File: src/rtl/shift_sequencer.sv
// Multi-cycle shifter: one power-of-two stage per clock, largest stage first.
// The result register updates only on the final stage edge, alongside a one-cycle done pulse.
module shift_sequencer #(
  parameter int unsigned WIDTH = 32,
  parameter int unsigned SHW   = 5
) (
  input  logic             clk,
  input  logic             reset,
  input  logic             start,
  input  logic [WIDTH-1:0] in_data,
  input  logic [SHW-1:0]   shamt,
  input  logic [1:0]       mode,
  output logic             busy,
  output logic             done,
  output logic [WIDTH-1:0] result
);

  typedef enum logic [1:0] {StIdle, StRun, StDone} state_e;

  localparam logic [1:0] ModeSrl = 2'b00;
  localparam logic [1:0] ModeSll = 2'b01;
  localparam logic [1:0] ModeSra = 2'b10;
  localparam logic [SHW-1:0] KTop = SHW'(SHW - 1);

  state_e           state_q, state_d;
  logic [WIDTH-1:0] work_q, work_d;
  logic [WIDTH-1:0] result_q, result_d;
  logic [SHW-1:0]   k_q, k_d;
  logic [SHW-1:0]   shamt_q, shamt_d;
  logic [1:0]       mode_q, mode_d;
  logic             busy_q, busy_d;
  logic             done_q, done_d;

  logic [SHW-1:0]   stage_amt;
  logic [WIDTH-1:0] stage_val;

  // Value of the working register after the stage selected by k_q.
  always_comb begin
    stage_amt = SHW'(1) << k_q;
    stage_val = work_q;
    if (mode_q == 2'b11) begin
      stage_val = '0;
    end else if (shamt_q[k_q]) begin
      unique case (mode_q)
        ModeSrl: stage_val = work_q >> stage_amt;
        ModeSll: stage_val = work_q << stage_amt;
        ModeSra: stage_val = WIDTH'($signed(work_q) >>> stage_amt);
        default: stage_val = '0;
      endcase
    end
  end

  always_comb begin
    state_d  = state_q;
    work_d   = work_q;
    result_d = result_q;
    k_d      = k_q;
    shamt_d  = shamt_q;
    mode_d   = mode_q;
    unique case (state_q)
      StIdle, StDone: begin
        if (start) begin
          work_d  = in_data;
          shamt_d = shamt;
          mode_d  = mode;
          k_d     = KTop;
          state_d = StRun;
        end else begin
          state_d = StIdle;
        end
      end
      StRun: begin
        work_d = stage_val;
        if (k_q == '0) begin
          result_d = stage_val;
          state_d  = StDone;
        end else begin
          k_d = k_q - SHW'(1);
        end
      end
      default: state_d = StIdle;
    endcase
    busy_d = (state_d == StRun);
    done_d = (state_d == StDone);
  end

  always_ff @(posedge clk) begin
    if (reset) begin
      state_q  <= StIdle;
      work_q   <= '0;
      result_q <= '0;
      k_q      <= KTop;
      shamt_q  <= '0;
      mode_q   <= '0;
      busy_q   <= 1'b0;
      done_q   <= 1'b0;
    end else begin
      state_q  <= state_d;
      work_q   <= work_d;
      result_q <= result_d;
      k_q      <= k_d;
      shamt_q  <= shamt_d;
      mode_q   <= mode_d;
      busy_q   <= busy_d;
      done_q   <= done_d;
    end
  end

  assign busy   = busy_q;
  assign done   = done_q;
  assign result = result_q;

endmodule

File: config.mk
export PLATFORM = sky130hd
export DESIGN_NAME = shift_sequencer
export DESIGN_NICKNAME = d
export VERILOG_FILES = /design/src/rtl/shift_sequencer.sv
export SDC_FILE = /design/constraint.sdc
export NUM_CORES = 1
export LEC_CHECK = 0
export ABC_AREA = 1
export BUFFER_PORTS_ARGS = -buffer_cell sky130_fd_sc_hd__buf_2
export CAP_MARGIN = 20
export CORE_MARGIN = 4
export CORE_UTILIZATION = 40
export CTS_BUF_LIST = sky130_fd_sc_hd__clkbuf_16
export DETAILED_ROUTE_END_ITERATION = 16
export SLEW_MARGIN = 20
export SYNTH_ARGS = -nofsm -noshare
export SYNTH_HDL_FRONTEND = slang
export SYNTH_SLANG_ARGS = --single-unit
export TNS_END_PERCENT = 10
File: constraint.sdc
create_clock -name clk -period 3 [get_ports clk]
set_input_delay 0.6 -clock clk [delete_from_list [all_inputs] [get_ports clk]]
set_output_delay 0.6 -clock clk [all_outputs]
set_load 0.02 [all_outputs]
==> out/results.ini, run 1 <==
[outcome]
outcome = finished, final reports clean

[sta]
fmax_ghz = 0.3573
final.period_utilization_pct = 93.30
tns_ps = 0
worst_slew_pin_slew_ps = 621.0
skew_ps = 5.108
rsz0062_at_grt = false
finalHoldViolations = 0
slew_violations = 0
finalCriticalPeriod_ps = 2799
slew_headroom_pct = 58.55
setup_violations = 0

[worst_setup_path]
crit_slowest_cell = dfxtp_1
cp-startpoint = k_q[2]
rr_worst_depth = 13
critical_path_class = reg2reg
worst_setup_path_start_kind = flip-flop
cp_num_cells = 13
required_ps = 3220
endpoint_kind = flip-flop
cp_cell_sequence = nor2_4, nand2_4, nor2_8, nand2_1, nand3_1, o21ai_0, buf_4, o211ai_1, nand3_1, nand2_1, nand2_1, nand3_1, a21oi_1
r2r-end = work_q[31]
path_max_fanout = 14
cp.arrival_ps = 3020
r2r-start = k_q[2]
cp.buffers_inverters = 1
critPathTopFamily = simple AND/OR/NAND/NOR gates
r2r_setup_slack_ps = 200
slowest_delay_ps = 390
endpoint = work_q[31]

[cts]
post_cts_buffers = 0
cts-root-buf = clkbuf_16
clock_sinks = 80
htreeDepth = 3
insertion_delay_ps = 350
cts_inserted_buffers = 9
ctsResizeCount = 0
cts.clk_slew.worst_paths_ps = 60
cts_hold_buffers = 0
cts_tree = done
cts.path.max_buffers = 2

[min_path]
hold_class = reg2reg

[floorplan]
start_util_pct = 41.05
die_y_um = 141.5
ios = 76
dieArea_um2 = 20010
rows = 48
die-width_um = 141.5
core_area_um2 = 17360

[routing]
via_per_inst = 6.012
wl_per_cell_um = 22.48
first_pass_iters = 6
wirelength_mm = 34.47
antenna_left = 0
vias = 9217
drc = 0
drt_iter0_markers = 1130

[placed_design]
dp.cells = 1516
dp.final_hpwl_mm = 26.41
port_buffers = 75
gp_congestion = 1.090

[finish]
register_area_um2 = 1602
num-fill-cells = 1900
final_layout_size_suffix_gt1_share_pct = 12.61
final_common_cell = nand2_1
multi_input_area_um2 = 4693
final_cell_mix = 390 x nand2_1, 303 x nand3_1, 114 x inv_1, 80 x dfxtp_1, 75 x buf_2
finalNonFillerCells = 1533
nNetsFinal = 1347
area_delta_synth_final_pct = 13.70
n_antenna_cell = 0

[yosys]
synthTopCellsByArea = dfxtp_1 22%, nand3_1 21%, nand2_1 21%, inv_1 6.0%, o21ai_0 4.7%
avgSynthCellArea_um2 = 5.673
ys_types = 36
yosysSeqAreaShare_pct = 22.48
synth_area_um2 = 7126
synthDominantCellAreaShare_pct = 22.48
ys_warn_count = 0
synth_seq_cells = 80
yosysTopAreaCell = dfxtp_1
mappedNetlistNets = 1299
synthCells = 1256

[job]
drv_cap = 0

[power]
powerDensity_nw_per_um2 = 550.9
vdd_drop_max_mv = 0.2961
power_w = 0.004464
p_leak_nw = 4.212

[global_routing]
grt_pass1_vias = 8459
grt_max_degree = 58
grt_use_total_pct = 33.45
antenna_found_initial = 0
grt_pass1_wl_mm = 51.52
grt_overflow = 0

per-stage QoR:
| step | worst slack, ps | utilization [%] | hold slack, ps | cell area (µm²) |
|---|---|---|---|---|
| after floorplan | 895.8 | - | 454.9 | 7126 |
| after global placement | 192.4 | 44.62 | 459.1 | 7745 |
| after detailed placement | 211.3 | 44.62 | 458.6 | 7745 |
| after CTS | 191.2 | 46.45 | 472.3 | 8063 |
| after global routing | 39.65 | 46.68 | 491.1 | 8102 |
| final | 201.0 | 46.68 | 467.5 | 8102 |
cell families (layout without fill, tap and decap cells):
kind of cell,Yosys count,count (layout),share of synthesized area (%)
and+or+nand+nor,792,793,50.48
buffers and inverters,199,250,11.89
AOI/OAI and AO/OA,184,184,14.98
DFF,80,80,22.48
adders and majority gates,1,1,0.1756
area by class of cell:
class / instances / area share [%]
Clock buffer: 9 / 2.780
Clock inverter: 6 / 1.143
Inverter: 117 / 5.421
Multi-Input combinational cell: 978 / 57.93
Sequential cell: 80 / 19.77
Tap cell: 225 / 3.475
Timing Repair Buffer: 118 / 9.483
Yosys cell counts:
cell type	instances
o21ai_2	1
nor2_8	2
a22oi_1	32
nor4_1	1
inv_2	3
nand3b_1	2
buf_6	7
ha_1	1
nand3_1	303
or2_1	1
o21ai_0	67
o21bai_1	2
nand4_2	1
clkbuf_1	38
or2_2	1
nor3_1	1
buf_4	4
nand4_1	29
nand3_2	12
a21oi_1	50
nand2_1	390
buf_1	7
nand2_2	2
nor2_4	2
a31oi_1	2
dfxtp_1	80
a21boi_1	1
o21ai_1	10
nand2_4	2
nor2_2	2
o21a_1	3
inv_1	114
buf_2	26
o211ai_1	15
o211ai_2	1
nor2_1	41
tightest hold or removal path: stages (launching register included):
cell	delay [ps]
dfxtp_1	310
nand3_1	70
nand2_1	50
routing by layer:
layer	global-route usage, %	part of all wire (%)	vias to the layer above
li1	-	-	4317
met1	47.84	44	4310
met2	49.91	42	511
met3	6.437	9.9	79
met4	12.32	3.6	0
met5	0	0	-
worst min-delay path by stage:
stage | slack [ps] | depth (start not counted) | start | endpoint
after floorplan | 450 | 2 | shamt_q[1] | shamt_q[1]
after global placement | 460 | 2 | result[8] | result[8]
after detailed placement | 460 | 2 | result[28] | result[28]
after CTS | 470 | 2 | result[29] | result[29]
after global routing | 490 | 2 | result[9] | result[9]
final | 470 | 2 | result[29] | result[29]
sequential cells by signal, indices dropped and copies added, names as in the netlist:
name / count
work_q: 32
done: 1
busy: 1
shamt_q: 5
k_q: 5
result: 32
state_q: 2
mode_q: 2
power by group:
part	internal [W]	total, W	switching, W
logic	0.000590	0.00204	0.00145
registers	0.00113	0.00122	0.0000887
clock network	0.000730	0.00120	0.000474
total	0.00245	0.00446	0.00201
Power figures use the tool's default switching activity.
==> run 2: changes to the inputs <==
Settings changed: CORE_UTILIZATION 40 to 61, PLACE_DENSITY set to 0.82, SETUP_SLACK_MARGIN set to 0.4.
==> run 2 against run 1 <==
Sequential power about the same; wire length decreased by 11%; largest power group unchanged; cell count decreased by 5.3%; critical path depth increased by 2; global-route usage increased by 12 points; critical path type unchanged; sequential cell count unchanged; maximum frequency increased by 12%; design area decreased by 1.5%.
==> out/results.ini, run 2 (synthesis results as in run 1) <==
[sta]
skew_ps = 8.125  ; was 5.108 ps
slew_headroom_pct = 25.99  ; was 58.55%
worst_slew_pin_slew_ps = 1108  ; was 621.0 ps
rsz0062_at_grt = true  ; was false
setup_violations = 0  ; unchanged
finalCriticalPeriod_ps = 2496  ; was 2799 ps
final.period_utilization_pct = 83.20  ; was 93.30%
tns_ps = 0  ; unchanged
slew_violations = 0  ; unchanged
fmax_ghz = 0.4007  ; was 0.3573 GHz
finalHoldViolations = 0  ; unchanged
worst_slack_ps = 504.1  ; was 201.0 ps

[global_routing]
grt_overflow = 0  ; unchanged
grt_max_degree = 54  ; was 58
antenna_found_initial = 0  ; unchanged
grt_pass1_wl_mm = 46.61  ; was 51.52 mm
grt_pass1_vias = 8303  ; was 8459
grt_use_total_pct = 45.17  ; was 33.45%

[placed_design]
dpl_cell_area_um2 = 7577  ; was 7745 µm²
port_buffers = 75  ; unchanged
gp_congestion = 1.216  ; was 1.090
post-place-ws_ps = 362.9  ; was 211.3 ps
dp.cells = 1427  ; was 1516
dp.final_hpwl_mm = 22.93  ; was 26.41 mm

[routing]
antenna_left = 0  ; unchanged
wl_per_cell_um = 21.16  ; was 22.48 µm
wirelength_mm = 30.72  ; was 34.47 mm
drc = 0  ; unchanged
vias = 9609  ; was 9217
first_pass_iters = 7  ; was 6
via_per_inst = 6.618  ; was 6.012
drt_iter0_markers = 1717  ; was 1130

[finish]
multi_input_area_um2 = 4702  ; was 4693 µm²
final_area_um2 = 7981  ; was 8102 µm²
final_cell_mix = 390 x nand2_1, 303 x nand3_1, 113 x inv_1, 78 x dfxtp_1, 75 x buf_2  ; was 390 x nand2_1, 303 x nand3_1, 114 x inv_1, 80 x dfxtp_1, 75 x buf_2
final_common_cell = nand2_1  ; unchanged
num-fill-cells = 1047  ; was 1900
final_layout_size_suffix_gt1_share_pct = 13.29  ; was 12.61%
finalNonFillerCells = 1452  ; was 1533
area_delta_synth_final_pct = 12.01  ; was 13.70%
n_antenna_cell = 0  ; unchanged
nNetsFinal = 1348  ; was 1347
register_area_um2 = 1604  ; was 1602 µm²

[worst_setup_path]
required_ps = 3240  ; was 3220 ps
slowest_delay_ps = 380  ; was 390 ps
r2r-start = k_q[2]  ; unchanged
crit_slowest_cell = dfxtp_1  ; unchanged
cp_cell_sequence = nor2_4, nand2_4, nor2_8, buf_4, nand2_1, nand3_1, nand2_1, nand2_1, nand3_1, nand3_1, nand3_1, nand2_1, nand3_1, nand3_1, nand2_1  ; was nor2_4, nand2_4, nor2_8, nand2_1, nand3_1, o21ai_0, buf_4, o211ai_1, nand3_1, nand2_1, nand2_1, nand3_1, a21oi_1
path_max_fanout = 13  ; was 14
cp-startpoint = k_q[2]  ; unchanged
cp.arrival_ps = 2740  ; was 3020 ps
worst_setup_path_start_kind = flip-flop  ; unchanged
endpoint_kind = flip-flop  ; unchanged
crit_path_frequent_cell = nand3_1
critical_path_class = reg2reg  ; unchanged

[cts]
cts_inserted_buffers = 9  ; unchanged
cts.clk_slew.worst_paths_ps = 70  ; was 60 ps
insertion_delay_ps = 350  ; about the same
cts_tree = done  ; unchanged
clock_sinks = 80  ; unchanged
cts.path.max_buffers = 2  ; unchanged
cts-root-buf = clkbuf_16  ; unchanged
htreeDepth = 3  ; unchanged

[min_path]
hold_path_startpoint = result[20]  ; was result[29]
hold_class = reg2reg  ; unchanged

[floorplan]
rows = 39  ; was 48
dieArea_um2 = 13470  ; was 20010 µm²
die-width_um = 116.1  ; was 141.5 µm
die_y_um = 116.1  ; was 141.5 µm
ios = 76  ; unchanged
start_util_pct = 62.40  ; was 41.05%
core_area_um2 = 11420  ; was 17360 µm²

[job]
drv_cap = 0  ; unchanged

[power]
powerDensity_nw_per_um2 = 544.0  ; was 550.9 nW/µm²
p_leak_nw = 4.211  ; was 4.212 nW
power_w = 0.004342  ; was 0.004464 W
vdd_drop_max_mv = 0.5830  ; was 0.2961 mV

[outcome]
outcome = finished, final reports clean  ; unchanged

## run 2: cell count changes in the layout (fill, tap and decap cells not counted), sizes merged
cell      delta
buf          +2
clkinvlp     -1
clkinv       +2
bufinv       -1
nor2         -1
## run 2: worst paths after layout
path                            slack (ps)          to  cells after the start
worst max-delay path                   500  result[23]                     15
worst min-delay path                   470  result[20]                      2
worst max register to register         500  result[23]                     15
worst min register to register         470  result[20]                      2
## run 2: timing repair
action                     CTS  global route
setup endpoints to repair    4            66
gates cloned                 0             0
pin swaps                    0             4
hold buffers                 0             0
gates resized for setup      1            13
setup buffers                0            10
## run 2: metrics by stage
step / hold slack (ps) / utilization [%]
floorplan: 454.9 / -
global placement: 457.0 / 66.36
detailed placement: 458.0 / 66.36
CTS: 470.9 / 68.96
global route: 493.8 / 69.90
finish: 468.1 / 69.90
## run 2: where the power goes
part	leakage, nW	internal [W]	switching, W
sequential	0.654	0.00113	0.0000882
combinational	3.41	0.000594	0.00140
clock	0.142	0.000646	0.000483
total	4.21	0.00238	0.00197
## run 2: per-layer routing
metal / wire length, µm / vias to the layer above / part of all wire (%) / track usage (%)
met5: 0 / - / 0 / 0
met4: 1777 / 0 / 5.8 / 21.73
met3: 5171 / 164 / 17 / 17.13
met2: 12140 / 878 / 40 / 62.37
met1: 11630 / 4252 / 38 / 61.54
li1: - / 4315 / - / -
## run 2: area by class of cell
cell class,instances,area share (%)
tap,143,2.242
multi-input combinational,977,58.91
sequential,80,20.10
clock buffer,9,2.822
clock inverter,6,0.8622
inverter,117,5.565
timing repair buffer,120,9.500
## run 2: critical path, delay by kind of cell, from the launching register on
kind	cells	cell delay (ps)
simple gates	14	1780
flops	1	380
buf+inv	1	200
